===== config.mk =====
export PLATFORM = sky130hd
export DESIGN_NAME = lpc_host_arbiter
export DESIGN_NICKNAME = d
export VERILOG_FILES = /design/src/rtl/lpc_host_arbiter.sv
export SDC_FILE = /design/constraint.sdc
export NUM_CORES = 1
export LEC_CHECK = 0
export BUFFER_PORTS_ARGS = -buffer_cell sky130_fd_sc_hd__buf_4
export CORE_MARGIN = 4
export CORE_UTILIZATION = 40
export CTS_CLUSTER_SIZE = 40
export DETAILED_ROUTE_END_ITERATION = 6
export PLACE_DENSITY_LB_ADDON = 0.12
export SLEW_MARGIN = 0
export SYNTH_ARGS = -nofsm -noshare
export SYNTH_HDL_FRONTEND = slang
export SYNTH_SLANG_ARGS = --single-unit

===== constraint.sdc =====
create_clock -name clk_i -period 2.1 [get_ports clk_i]
set_clock_uncertainty 0.1 [all_clocks]
set_input_delay 0.42 -clock clk_i [delete_from_list [all_inputs] [get_ports clk_i]]
set_output_delay 0.42 -clock clk_i [all_outputs]
set_load 0.005 [all_outputs]

===== src/rtl/lpc_host_arbiter.sv =====
// Two-requester round-robin arbiter in front of an LPC host controller.
// Each granted request runs one START/CYC handshake with the controller. A
// timeout ends the cycle with an error and forces a host reset sequence.
// All outputs are registered and decoded from the next state. As a result,
// done/err/rdata appear on the clock edge that leaves CYC.
module lpc_host_arbiter #(
    parameter int unsigned TIMEOUT    = 100,
    parameter int unsigned RST_CYCLES = 4
) (
    input  logic        clk_i,
    input  logic        rst_i,
    input  logic        req0_i,
    input  logic [15:0] req0_addr_i,
    input  logic [7:0]  req0_wdata_i,
    input  logic        req0_wr_i,
    input  logic        req0_mem_i,
    input  logic        req1_i,
    input  logic [15:0] req1_addr_i,
    input  logic [7:0]  req1_wdata_i,
    input  logic        req1_wr_i,
    input  logic        req1_mem_i,
    output logic        done0_o,
    output logic        err0_o,
    output logic        done1_o,
    output logic        err1_o,
    output logic [7:0]  rdata_o,
    output logic        busy_o,
    output logic [15:0] host_addr_o,
    output logic [7:0]  host_wdata_o,
    output logic        host_nrst_o,
    output logic        host_lframe_o,
    output logic        host_rd_o,
    output logic        host_wr_o,
    output logic        host_mem_o,
    input  logic [7:0]  host_rdata_i,
    input  logic        host_ready_i
);

    localparam int unsigned TO_W = 8;
    localparam int unsigned RC_W = 4;

    typedef enum logic [2:0] {
        S_HRESET,
        S_IDLE,
        S_START,
        S_CYC,
        S_RECOVER
    } state_t;

    state_t            state_q, state_d;
    logic [RC_W-1:0]   rst_cnt_q, rst_cnt_d;
    logic [TO_W-1:0]   to_cnt_q, to_cnt_d;
    logic              rec_q, rec_d;
    logic              prio_q, prio_d;
    logic              owner_q, owner_d;
    logic [15:0]       addr_q, addr_d;
    logic [7:0]        wdata_q, wdata_d;
    logic              wr_q, wr_d;
    logic              mem_q, mem_d;
    logic              ready_q;
    logic              ready_rise;
    logic              grant;
    logic              active;

    logic              done0_d, err0_d, done1_d, err1_d;
    logic [7:0]        rdata_d;
    logic              busy_d, nrst_d, lframe_d, hrd_d, hwr_d, hmem_d;
    logic [15:0]       haddr_d;
    logic [7:0]        hwdata_d;

    assign ready_rise = host_ready_i & ~ready_q;

    // State register, transaction latches and registered outputs
    always_ff @(posedge clk_i) begin
        if (rst_i) begin
            state_q       <= S_HRESET;
            rst_cnt_q     <= '0;
            to_cnt_q      <= '0;
            rec_q         <= 1'b0;
            prio_q        <= 1'b0;
            owner_q       <= 1'b0;
            addr_q        <= '0;
            wdata_q       <= '0;
            wr_q          <= 1'b0;
            mem_q         <= 1'b0;
            ready_q       <= 1'b0;
            done0_o       <= 1'b0;
            err0_o        <= 1'b0;
            done1_o       <= 1'b0;
            err1_o        <= 1'b0;
            rdata_o       <= '0;
            busy_o        <= 1'b1;
            host_addr_o   <= '0;
            host_wdata_o  <= '0;
            host_nrst_o   <= 1'b0;
            host_lframe_o <= 1'b1;
            host_rd_o     <= 1'b0;
            host_wr_o     <= 1'b0;
            host_mem_o    <= 1'b0;
        end else begin
            state_q       <= state_d;
            rst_cnt_q     <= rst_cnt_d;
            to_cnt_q      <= to_cnt_d;
            rec_q         <= rec_d;
            prio_q        <= prio_d;
            owner_q       <= owner_d;
            addr_q        <= addr_d;
            wdata_q       <= wdata_d;
            wr_q          <= wr_d;
            mem_q         <= mem_d;
            ready_q       <= host_ready_i;
            done0_o       <= done0_d;
            err0_o        <= err0_d;
            done1_o       <= done1_d;
            err1_o        <= err1_d;
            rdata_o       <= rdata_d;
            busy_o        <= busy_d;
            host_addr_o   <= haddr_d;
            host_wdata_o  <= hwdata_d;
            host_nrst_o   <= nrst_d;
            host_lframe_o <= lframe_d;
            host_rd_o     <= hrd_d;
            host_wr_o     <= hwr_d;
            host_mem_o    <= hmem_d;
        end
    end

    // Next-state, arbitration, completion/timeout and output decode
    always_comb begin
        state_d   = state_q;
        rst_cnt_d = rst_cnt_q;
        to_cnt_d  = to_cnt_q;
        rec_d     = rec_q;
        prio_d    = prio_q;
        owner_d   = owner_q;
        addr_d    = addr_q;
        wdata_d   = wdata_q;
        wr_d      = wr_q;
        mem_d     = mem_q;
        grant     = 1'b0;
        done0_d   = 1'b0;
        err0_d    = 1'b0;
        done1_d   = 1'b0;
        err1_d    = 1'b0;
        rdata_d   = '0;

        case (state_q)
            S_HRESET: begin
                if (rst_cnt_q == RC_W'(RST_CYCLES - 1)) begin
                    rst_cnt_d = '0;
                    state_d   = S_IDLE;
                end else begin
                    rst_cnt_d = rst_cnt_q + RC_W'(1);
                end
            end
            S_IDLE: begin
                if (req0_i || req1_i) begin
                    // On a tie, prio_q names the requester that did not own the last grant
                    grant   = (req0_i && req1_i) ? prio_q : req1_i;
                    owner_d = grant;
                    prio_d  = ~grant;
                    addr_d  = grant ? req1_addr_i  : req0_addr_i;
                    wdata_d = grant ? req1_wdata_i : req0_wdata_i;
                    wr_d    = grant ? req1_wr_i    : req0_wr_i;
                    mem_d   = grant ? req1_mem_i   : req0_mem_i;
                    state_d = S_START;
                end
            end
            S_START: begin
                to_cnt_d = '0;
                state_d  = S_CYC;
            end
            S_CYC: begin
                to_cnt_d = to_cnt_q + TO_W'(1);
                // Completion is checked first so it beats a same-cycle timeout
                if (ready_rise) begin
                    done0_d = ~owner_q;
                    done1_d = owner_q;
                    rdata_d = wr_q ? 8'h00 : host_rdata_i;
                    rec_d   = 1'b0;
                    state_d = S_RECOVER;
                end else if (to_cnt_q == TO_W'(TIMEOUT - 1)) begin
                    done0_d   = ~owner_q;
                    err0_d    = ~owner_q;
                    done1_d   = owner_q;
                    err1_d    = owner_q;
                    rst_cnt_d = '0;
                    state_d   = S_HRESET;
                end
            end
            S_RECOVER: begin
                if (rec_q) begin
                    state_d = S_IDLE;
                end else begin
                    rec_d = 1'b1;
                end
            end
            default: begin
                rst_cnt_d = '0;
                state_d   = S_HRESET;
            end
        endcase

        active   = (state_d == S_START) || (state_d == S_CYC) || (state_d == S_RECOVER);
        busy_d   = (state_d != S_IDLE);
        nrst_d   = (state_d != S_HRESET);
        lframe_d = (state_d != S_START);
        hrd_d    = (state_d == S_CYC) && !wr_d;
        hwr_d    = (state_d == S_CYC) && wr_d;
        hmem_d   = active && mem_d;
        haddr_d  = active ? addr_d  : 16'h0000;
        hwdata_d = active ? wdata_d : 8'h00;
    end

endmodule


==> flow_metrics.py, run 1 <==
metrics = {
    "floorplan": {
        "core_area_um2": 8721,
        "start_util": 0.4115,
        "placementRows": 34,
        "die_h_um": 102.7,
        "dieArea_um2": 10550,
        "die_w_um": 102.7,
        "io_pins": 107,
    },
    "grt": {
        "grt_pass1_vias": 3024,
        "antenna_found_initial": 0,
        "grtUsageTotal": 0.1817,
        "grt_pass1_wl_um": 15120,
        "grt_start_max_net_pins": 34,
        "overflow": 0,
    },
    "sta": {
        "slew_violations": 0,
        "hold_viol": 0,
        "fmax_mhz": 522.5,
        "hold_slack_ps": 168.7,
        "final-setup-viol-count": 0,
        "worstMarginPinSlew_ps": 495.2,
        "setup-tns-final_ps": 0,
        "worst_slack_ps": 186.2,
        "rsz0062_at_grt": "false",
        "slew_headroom": 0.6694,
        "finalCritPeriodShare": 0.9113,
        "min_period_ps": 1914,
    },
    "finish": {
        "fin_nets": 538,
        "synthToLayoutAreaGrowth_pct": 33.02,
        "fin_area_um2": 4773,
        "final_util": 0.5473,
        "insertedDiodeCount": 0,
        "layout-drive-gt1-share": 0.3361,
    },
    "critical_path": {
        "reg2reg_depth": 5,
        "cp.required_ps": 2240,
        "critPathMaxFanout": 24,
        "end_kind": "flop",
        "cp.arrival_ps": 2050,
        "r2r_end": "host_addr_o[0]",
        "start_kind": "flop",
        "worst-r2r-setup-slack_ps": 190,
        "endpoint": "host_addr_o[0]",
        "crit_type": "flop to flop",
        "r2r_start": "to_cnt_q[0]",
        "crit_path_start": "to_cnt_q[0]",
    },
    "placed_design": {
        "dp_slack_ps": 114.2,
        "io_buffers": 106,
        "post-dp-hpwl_um": 6717,
        "routabilityCongestion": 0.7975,
        "place_area_um2": 4513,
    },
    "yosys": {
        "ys_seq_elements": 87,
        "synthTopCellsByArea": "dfxtp_1, a311oi_1, and2_1",
        "synth-edff-count": 0,
        "synth_top_area_frac": 0.4854,
        "synth_area_um2": 3588,
        "ys_warn_count": 0,
        "synth_cells": 362,
        "synth_area_per_cell_um2": 9.913,
        "ys.flop_type": "dfxtp_1",
        "ys_async_sr_fraction": 0,
        "syn_nets": 429,
        "ys_top_cells_by_count": "dfxtp_1, and2_1, a21oi_1",
        "synth_top_area_cell": "dfxtp_1",
        "yosysMostFrequentCell": "dfxtp_1",
        "ys_seq_area_frac": 0.4854,
        "ys_types": 57,
    },
    "routing": {
        "antenna_left": 0,
        "wirelength_um": 9555,
        "drc": 0,
        "vias": 3170,
        "wl_per_cell_um": 16.36,
        "drt-initial-drc-count": 173,
        "vias_per_cell": 5.428,
        "firstDrtPassIters": 4,
    },
    "clock_tree": {
        "cts_tree": "yes",
        "cts_buffers": 9,
        "clock_path_buffers": 2,
        "clock-sinks": 87,
        "ctsHtreeMaxLevel": 3,
        "cts-root-buf": "clkbuf_8",
        "cts-resized-gates": 0,
        "insertion_delay_ps": 340,
        "clkTransAtPathRegs_ps": 80,
        "hold_buffers": 0,
        "cts_setup_buffers": 0,
    },
    "run": {
        "cap_viol_max_count": 0,
    },
    "power_and_ir_drop": {
        "p_leak_uw": 0.001875,
        "peakVddDrop_mv": 0.4516,
        "powerDensity_nw_per_um2": 1017,
    },
    "min_path": {
        "hp-class": "input pin to flop",
        "worstHoldStart": "host_rdata_i[7]",
    },
    "status": {
        "status": "finished, final reports clean",
    },
}
## logic make-up (layout without fill, tap and decap cells)
family          after synthesis  count (layout)  share of synthesized area
compound gates              135             135                     0.2531
simple gates                 94              94                     0.1709
flops                        87              87                     0.4854
buf+inv                      37             151                    0.06590
xor+xnor                      5               5                    0.01220
fa+ha+maj                     2               2                   0.006972
mux                           2               2                   0.005579
## layout by cell type, fill, tap and decap left out, drive strengths merged, types with 5 or more instances in the layout
master	synthesis	layout
nand2	7	7
a311oi	24	24
o21ai	30	30
nand3	5	5
a21oi	32	32
dfxtp	87	87
nor3	5	5
clkbuf	12	11
buf	20	130
nor2	19	19
o211ai	27	27
and2	33	33
inv	5	6
## worst min path at each step
stage	slack, ps	endpoint	depth (start not counted)
floorplan	340	err0_o	1
global placement	370	to_cnt_q[0]	1
detailed placement	370	err0_o	1
CTS	150	rdata_o[7]	2
global route	160	rdata_o[4]	2
finish	170	rdata_o[7]	2
## cell type report
cell class / count / area (um2)
fillers: 827 / 3948
flip-flops and latches: 87 / 1742
multi-input cells: 238 / 1617
repair buffers: 130 / 1001
well taps: 108 / 135.1
clock buffers: 11 / 131.4
clock inverters: 5 / 128.9
inverters: 5 / 18.77
## sequential cells by signal (all words and copies together) (netlist names), 3 cells and up
| register | flops |
|---|---|
| addr_q | 16 |
| host_addr_o | 16 |
| host_wdata_o | 8 |
| rdata_o | 8 |
| to_cnt_q | 8 |
| wdata_q | 8 |
| rst_cnt_q | 4 |
| state_q | 3 |
## layer usage
layer / part of all wire / track usage
met4: 0.010 / 0.06458
met5: 0 / 0
met1: 0.44 / 0.2470
met2: 0.47 / 0.2880
met3: 0.075 / 0.03586
## per-stage QoR
step	power, uW	instances
3_5_place_dp	3395	568
4_1_cts	4883	584
5_1_grt	5125	584
6_report	4855	584
3_3_place_gp	3367	568
2_1_floorplan	2943	362
## critical path, stage by stage, from the launching register on
cell and delay, ps:
dfxtp_1 370, ha_1 190, and2b_1 200, nand4_4 130, a221o_2 590, and2_1 220
## power breakdown
part / total, uW / internal, uW / switching, uW
Sequential: 2010 / 1880 / 126
Combinational: 1350 / 600 / 752
Clock: 1500 / 917 / 579
Power figures use the tool's default switching activity.
==> run 2: changes to the inputs <==
==> constraint.sdc (replaced) <==
create_clock -name clk_i -period 1.9 [get_ports clk_i]
set_clock_uncertainty 0.1 [all_clocks]
set_input_delay 0.38 -clock clk_i [delete_from_list [all_inputs] [get_ports clk_i]]
set_output_delay 0.38 -clock clk_i [all_outputs]
set_load 0.005 [all_outputs]
==> run 2 against run 1 <==
Compared with the run above: final area up 0.21%; sequential power grew 10%; register-to-register slack lost 80 ps; clock power shrank 18%; worst hold slack got worse by 41 ps; die area is the same; critical path type unchanged; critical endpoint is now host_addr_o[5]; largest cell class unchanged.
==> flow_metrics.py, run 2 (synthesis results as in run 1) <==
metrics = {
    "routing": {
        "wirelength_um": 9661,
        "drt-initial-drc-count": 138,
        "antenna_left": 0,
        "drc": 0,
        "vias": 3221,
        "firstDrtPassIters": 5,
        "vias_per_cell": 5.478,
        "wl_per_cell_um": 16.43,
    },
    "placed_design": {
        "post-dp-hpwl_um": 6774,
        "io_buffers": 106,
        "routabilityCongestion": 0.7834,
    },
    "sta": {
        "min_period_ps": 1793,
        "fmax_mhz": 557.8,
        "rsz0062_at_grt": "false",
        "worstMarginPinSlew_ps": 522.8,
        "slew_violations": 0,
        "hold_viol": 0,
        "setup-tns-final_ps": 0,
        "slew_headroom": 0.6510,
        "final-setup-viol-count": 0,
        "finalCritPeriodShare": 0.9435,
    },
    "grt": {
        "antenna_found_initial": 0,
        "grt-busiest-layer": "met2",
        "grt_start_max_net_pins": 27,
        "grt_pass1_vias": 3095,
        "overflow": 0,
        "use_met2": 0.2875,
        "grt_pass1_wl_um": 15490,
        "grtUsageTotal": 0.1860,
        "grt_util_met1": 0.2567,
        "grtUsageMet3": 0.04330,
    },
    "floorplan": {
        "core_area_um2": 8721,
        "die_h_um": 102.7,
        "start_util": 0.4115,
        "io_pins": 107,
        "dieArea_um2": 10550,
        "die_w_um": 102.7,
        "placementRows": 34,
    },
    "clock_tree": {
        "hold_buffers": 0,
        "cts_setup_buffers": 0,
        "insertion_delay_ps": 350,
        "cts-resized-gates": 0,
        "ctsHtreeMaxLevel": 3,
        "clock_path_buffers": 2,
        "clock-sinks": 87,
        "clkTransAtPathRegs_ps": 80,
        "cts-root-buf": "clkbuf_8",
        "cts_buffers": 9,
        "cts_tree": "yes",
    },
    "critical_path": {
        "cp.arrival_ps": 1940,
        "end_kind": "flop",
        "start_kind": "flop",
        "cp.required_ps": 2050,
        "crit_type": "flop to flop",
        "reg2reg_depth": 6,
        "critPathMaxFanout": 16,
    },
    "power_and_ir_drop": {
        "sw_frac_of_total": 0.3201,
        "pwr-share-clk": 0.241,
        "p_switching_uw": 1626,
        "power_uw": 5079,
        "p_leak_uw": 0.001869,
        "p_seq_frac": 0.434,
        "p_comb_frac": 0.324,
        "p_int_uw": 3453,
        "peakVddDrop_mv": 0.4984,
        "powerDensity_nw_per_um2": 1062,
    },
    "finish": {
        "final_util": 0.5485,
        "fin_nets": 543,
        "final_cell_mix": "buf_4, dfxtp_1, and2_1",
        "synthToLayoutAreaGrowth_pct": 33.30,
        "insertedDiodeCount": 0,
        "fillerInstances": 815,
        "reg_top3": "addr_q: 16 flops, host_addr_o: 16 flops",
        "layout-drive-gt1-share": 0.3521,
        "final_common_cell": "buf_4",
    },
    "min_path": {
        "hp-class": "input pin to flop",
        "hold_depth": 2,
    },
    "run": {
        "cap_viol_max_count": 0,
    },
    "status": {
        "status": "finished, final reports clean",
    },
}
## run 2: worst paths after layout
path,from,end,slack [ps]
worst max register to register,state_q[1],host_addr_o[5],110
worst min-delay path,host_rdata_i[6],rdata_o[6],130
worst max-delay path,state_q[1],host_addr_o[5],110
worst min register to register,owner_q,err0_o,390
## run 2: power groups by stage
stage,logic (uW),registers [uW],clock network (uW)
after floorplan,1050,2210,0
after global placement,1630,2250,0
after detailed placement,1640,2250,0
after CTS,1650,2210,1240
after global routing,1830,2240,1330
final,1650,2210,1230
## run 2: worst max-delay path: stages, from the launching register on
cell	delay [ps]
dfxtp_1	650
buf_4	240
nor2_4	30
buf_4	190
a21oi_1	210
a311oi_2	80
and2_1	180
## run 2: through the flow
step | area, um2 | cells | setup slack (ps) | hold slack [ps]
final | 4783 | 588 | 107.3 | 127.2
after CTS | 4767 | 588 | 24.02 | 116.7
after global routing | 4783 | 588 | 3.992 | 113.6
after detailed placement | 4588 | 573 | 33.37 | 387.3
after floorplan | 3588 | 362 | 133.4 | 339.4
after global placement | 4588 | 573 | 70.83 | 372.6
## run 2: cell type report
type,instances,area (um2),area share
flip-flops and latches,87,1743,0.3644
well taps,108,135.1,0.02825
clock inverters,4,47.55,0.009940
multi-input cells,238,1632,0.3411
repair buffers,135,1076,0.2250
clock buffers,11,131.4,0.02747
inverters,5,18.77,0.003924
## run 2: routing by layer
layer / vias up / part of all wire
li1: 1568 / -
met1: 1542 / 0.45
met2: 104 / 0.48
met3: 7 / 0.069
met4: 0 / 0.0064
met5: - / 0
==> run 3: changes to the inputs <==
--- a/config.mk
+++ b/config.mk
@@ -10,7 +10,6 @@
 export CORE_UTILIZATION = 40
 export CTS_CLUSTER_SIZE = 40
 export DETAILED_ROUTE_END_ITERATION = 6
-export PLACE_DENSITY_LB_ADDON = 0.12
 export SLEW_MARGIN = 0
 export SYNTH_ARGS = -nofsm -noshare
 export SYNTH_HDL_FRONTEND = slang
==> run 3 against run 2 <==
Compared with the run above: combinational power shrank 6%; critical path depth down 1; largest power group unchanged; clock-buffer cell count stayed put.
==> flow_metrics.py, run 3 (synthesis results as in run 1) <==
metrics = {
    "routing": {
        "drt-initial-drc-count": 183,
        "wirelength_um": 9715,
        "drc": 0,
        "wl_per_cell_um": 16.58,
        "firstDrtPassIters": 4,
        "vias": 3132,
        "antenna_left": 0,
        "vias_per_cell": 5.345,
    },
    "finish": {
        "layoutNonFillerInstCount": 586,
        "fin_area_um2": 4722,
        "insertedDiodeCount": 0,
        "layout-drive-gt1-share": 0.3431,
        "final_common_cell": "buf_4",
        "fin_nets": 540,
        "fillerInstances": 829,
        "reg_top3": "addr_q: 16 flops, host_addr_o: 16 flops",
        "final_cell_mix": "buf_4, dfxtp_1, and2_1",
        "synthToLayoutAreaGrowth_pct": 31.59,
    },
    "sta": {
        "finalCritPeriodShare": 0.9416,
        "min_period_ps": 1789,
        "hold_viol": 0,
        "worstMarginPinSlew_ps": 483.9,
        "slew_headroom": 0.6769,
        "hold_slack_ps": 129.3,
        "slew_violations": 0,
        "final-setup-viol-count": 0,
        "fmax_mhz": 559.0,
        "setup-tns-final_ps": 0,
    },
    "power_and_ir_drop": {
        "p_int_uw": 3373,
        "sw_frac_of_total": 0.3242,
        "power_uw": 4991,
        "p_comb_frac": 0.310,
        "peakVddDrop_mv": 0.6227,
        "p_leak_uw": 0.001845,
        "pwr-share-clk": 0.250,
        "p_switching_uw": 1618,
        "powerDensity_nw_per_um2": 1057,
        "p_seq_frac": 0.440,
    },
    "floorplan": {
        "core_area_um2": 8721,
        "io_pins": 107,
        "placementRows": 34,
        "dieArea_um2": 10550,
        "die_w_um": 102.7,
        "start_util": 0.4115,
        "die_h_um": 102.7,
    },
    "grt": {
        "grt_start_max_net_pins": 41,
        "grtUsageTotal": 0.1861,
        "antenna_found_initial": 0,
        "overflow": 0,
        "grt_pass1_vias": 3136,
        "grt_pass1_wl_um": 15480,
    },
    "clock_tree": {
        "clock_path_buffers": 2,
        "insertion_delay_ps": 340,
        "clock-sinks": 87,
        "cts_tree": "yes",
        "clkTransAtPathRegs_ps": 80,
        "hold_buffers": 0,
        "ctsHtreeMaxLevel": 3,
        "cts-root-buf": "clkbuf_8",
        "cts_buffers": 9,
        "cts_setup_buffers": 0,
    },
    "critical_path": {
        "end_kind": "flop",
        "r2r_start": "to_cnt_q[0]",
        "endpoint": "host_wdata_o[3]",
        "path_delay_family": "compound AO/OA/AOI/OAI gates",
        "crit_path_start": "to_cnt_q[0]",
        "cp.arrival_ps": 1930,
        "slowest_delay_ps": 520,
        "reg2reg_depth": 5,
        "worst-path-stages": 5,
        "crit_chain": "ha_1 -> and2b_2 -> nand4_4 -> a221o_4 -> and2_1",
        "worst-r2r-setup-slack_ps": 110,
        "critPathMaxFanout": 24,
        "cp.required_ps": 2050,
        "path_buf_inv": 0,
        "crit_slowest_cell": "a221o_4",
        "r2r_end": "host_wdata_o[3]",
        "start_kind": "flop",
        "crit_type": "flop to flop",
    },
    "placed_design": {
        "post-dp-hpwl_um": 6977,
        "place_area_um2": 4516,
        "routabilityCongestion": 0.7891,
        "io_buffers": 106,
        "dp_cells": 570,
    },
    "status": {
        "status": "finished, final reports clean",
    },
    "run": {
        "cap_viol_max_count": 0,
    },
    "min_path": {
        "hold_depth": 2,
        "hp-class": "input pin to flop",
    },
}
run 3: cell types whose count changed in the layout (fill, tap and decap cells not counted):
cell / previous run / this run
buf_4: 130 / 131
dfxtp_1: 86 / 87
a221o_2: 1 / 0
a311oi_1: 23 / 24
clkinv_4: 0 / 1
a311oi_2: 1 / 0
clkinv_2: 2 / 1
buf_12: 5 / 1
clkinvlp_4: 1 / 2
ha_2: 1 / 0
a221o_4: 0 / 1
dfxtp_2: 1 / 0
ha_1: 1 / 2
run 3: power by group through the flow:
stage / registers, uW / logic [uW] / clock network [uW]
6_report: 2200 / 1550 / 1250
5_1_grt: 2230 / 1730 / 1350
4_1_cts: 2200 / 1560 / 1280
3_5_place_dp: 2240 / 1540 / 0
3_3_place_gp: 2240 / 1520 / 0
2_1_floorplan: 2210 / 1050 / 0
run 3: metrics by stage:
step | setup WS (ps) | util
floorplan | 133.4 | -
global placement | 39.29 | 0.5178
CTS | 35.86 | 0.5407
global route | -2.543 | 0.5415
finish | 111.0 | 0.5415
detailed placement | -17.50 | 0.5178
run 3: worst min path at each step:
stage	slack [ps]	startpoint	end
finish	130	host_rdata_i[7]	rdata_o[7]
floorplan	340	owner_q	err0_o
global route	120	host_rdata_i[7]	rdata_o[7]
CTS	120	host_rdata_i[5]	rdata_o[5]
detailed placement	390	to_cnt_q[0]	to_cnt_q[0]
global placement	370	to_cnt_q[0]	to_cnt_q[0]
run 3: final cells by class:
class / instances / area [um2] / area share
sequential: 87 / 1742 / 0.3688
tap: 108 / 135.1 / 0.02862
multi-input combinational: 238 / 1633 / 0.3458
inverter: 5 / 18.77 / 0.003975
clock buffer: 11 / 131.4 / 0.02782
timing repair buffer: 132 / 1003 / 0.2125
clock inverter: 5 / 58.81 / 0.01245
run 3: layer usage:
metal  GRT usage  routed length [um]  vias to the layer above
met5           0                   0                        -
met4     0.06155                  93                        0
met3     0.04195                 835                        6
met2      0.2880                4434                      104
met1      0.2570                4351                     1462
li1            -                   -                     1560
run 3: timing repair:
item	in CTS	in global routing
gates cloned	0	0
gates resized for setup	1	2
setup endpoints to repair	24	26
pin swaps	0	1
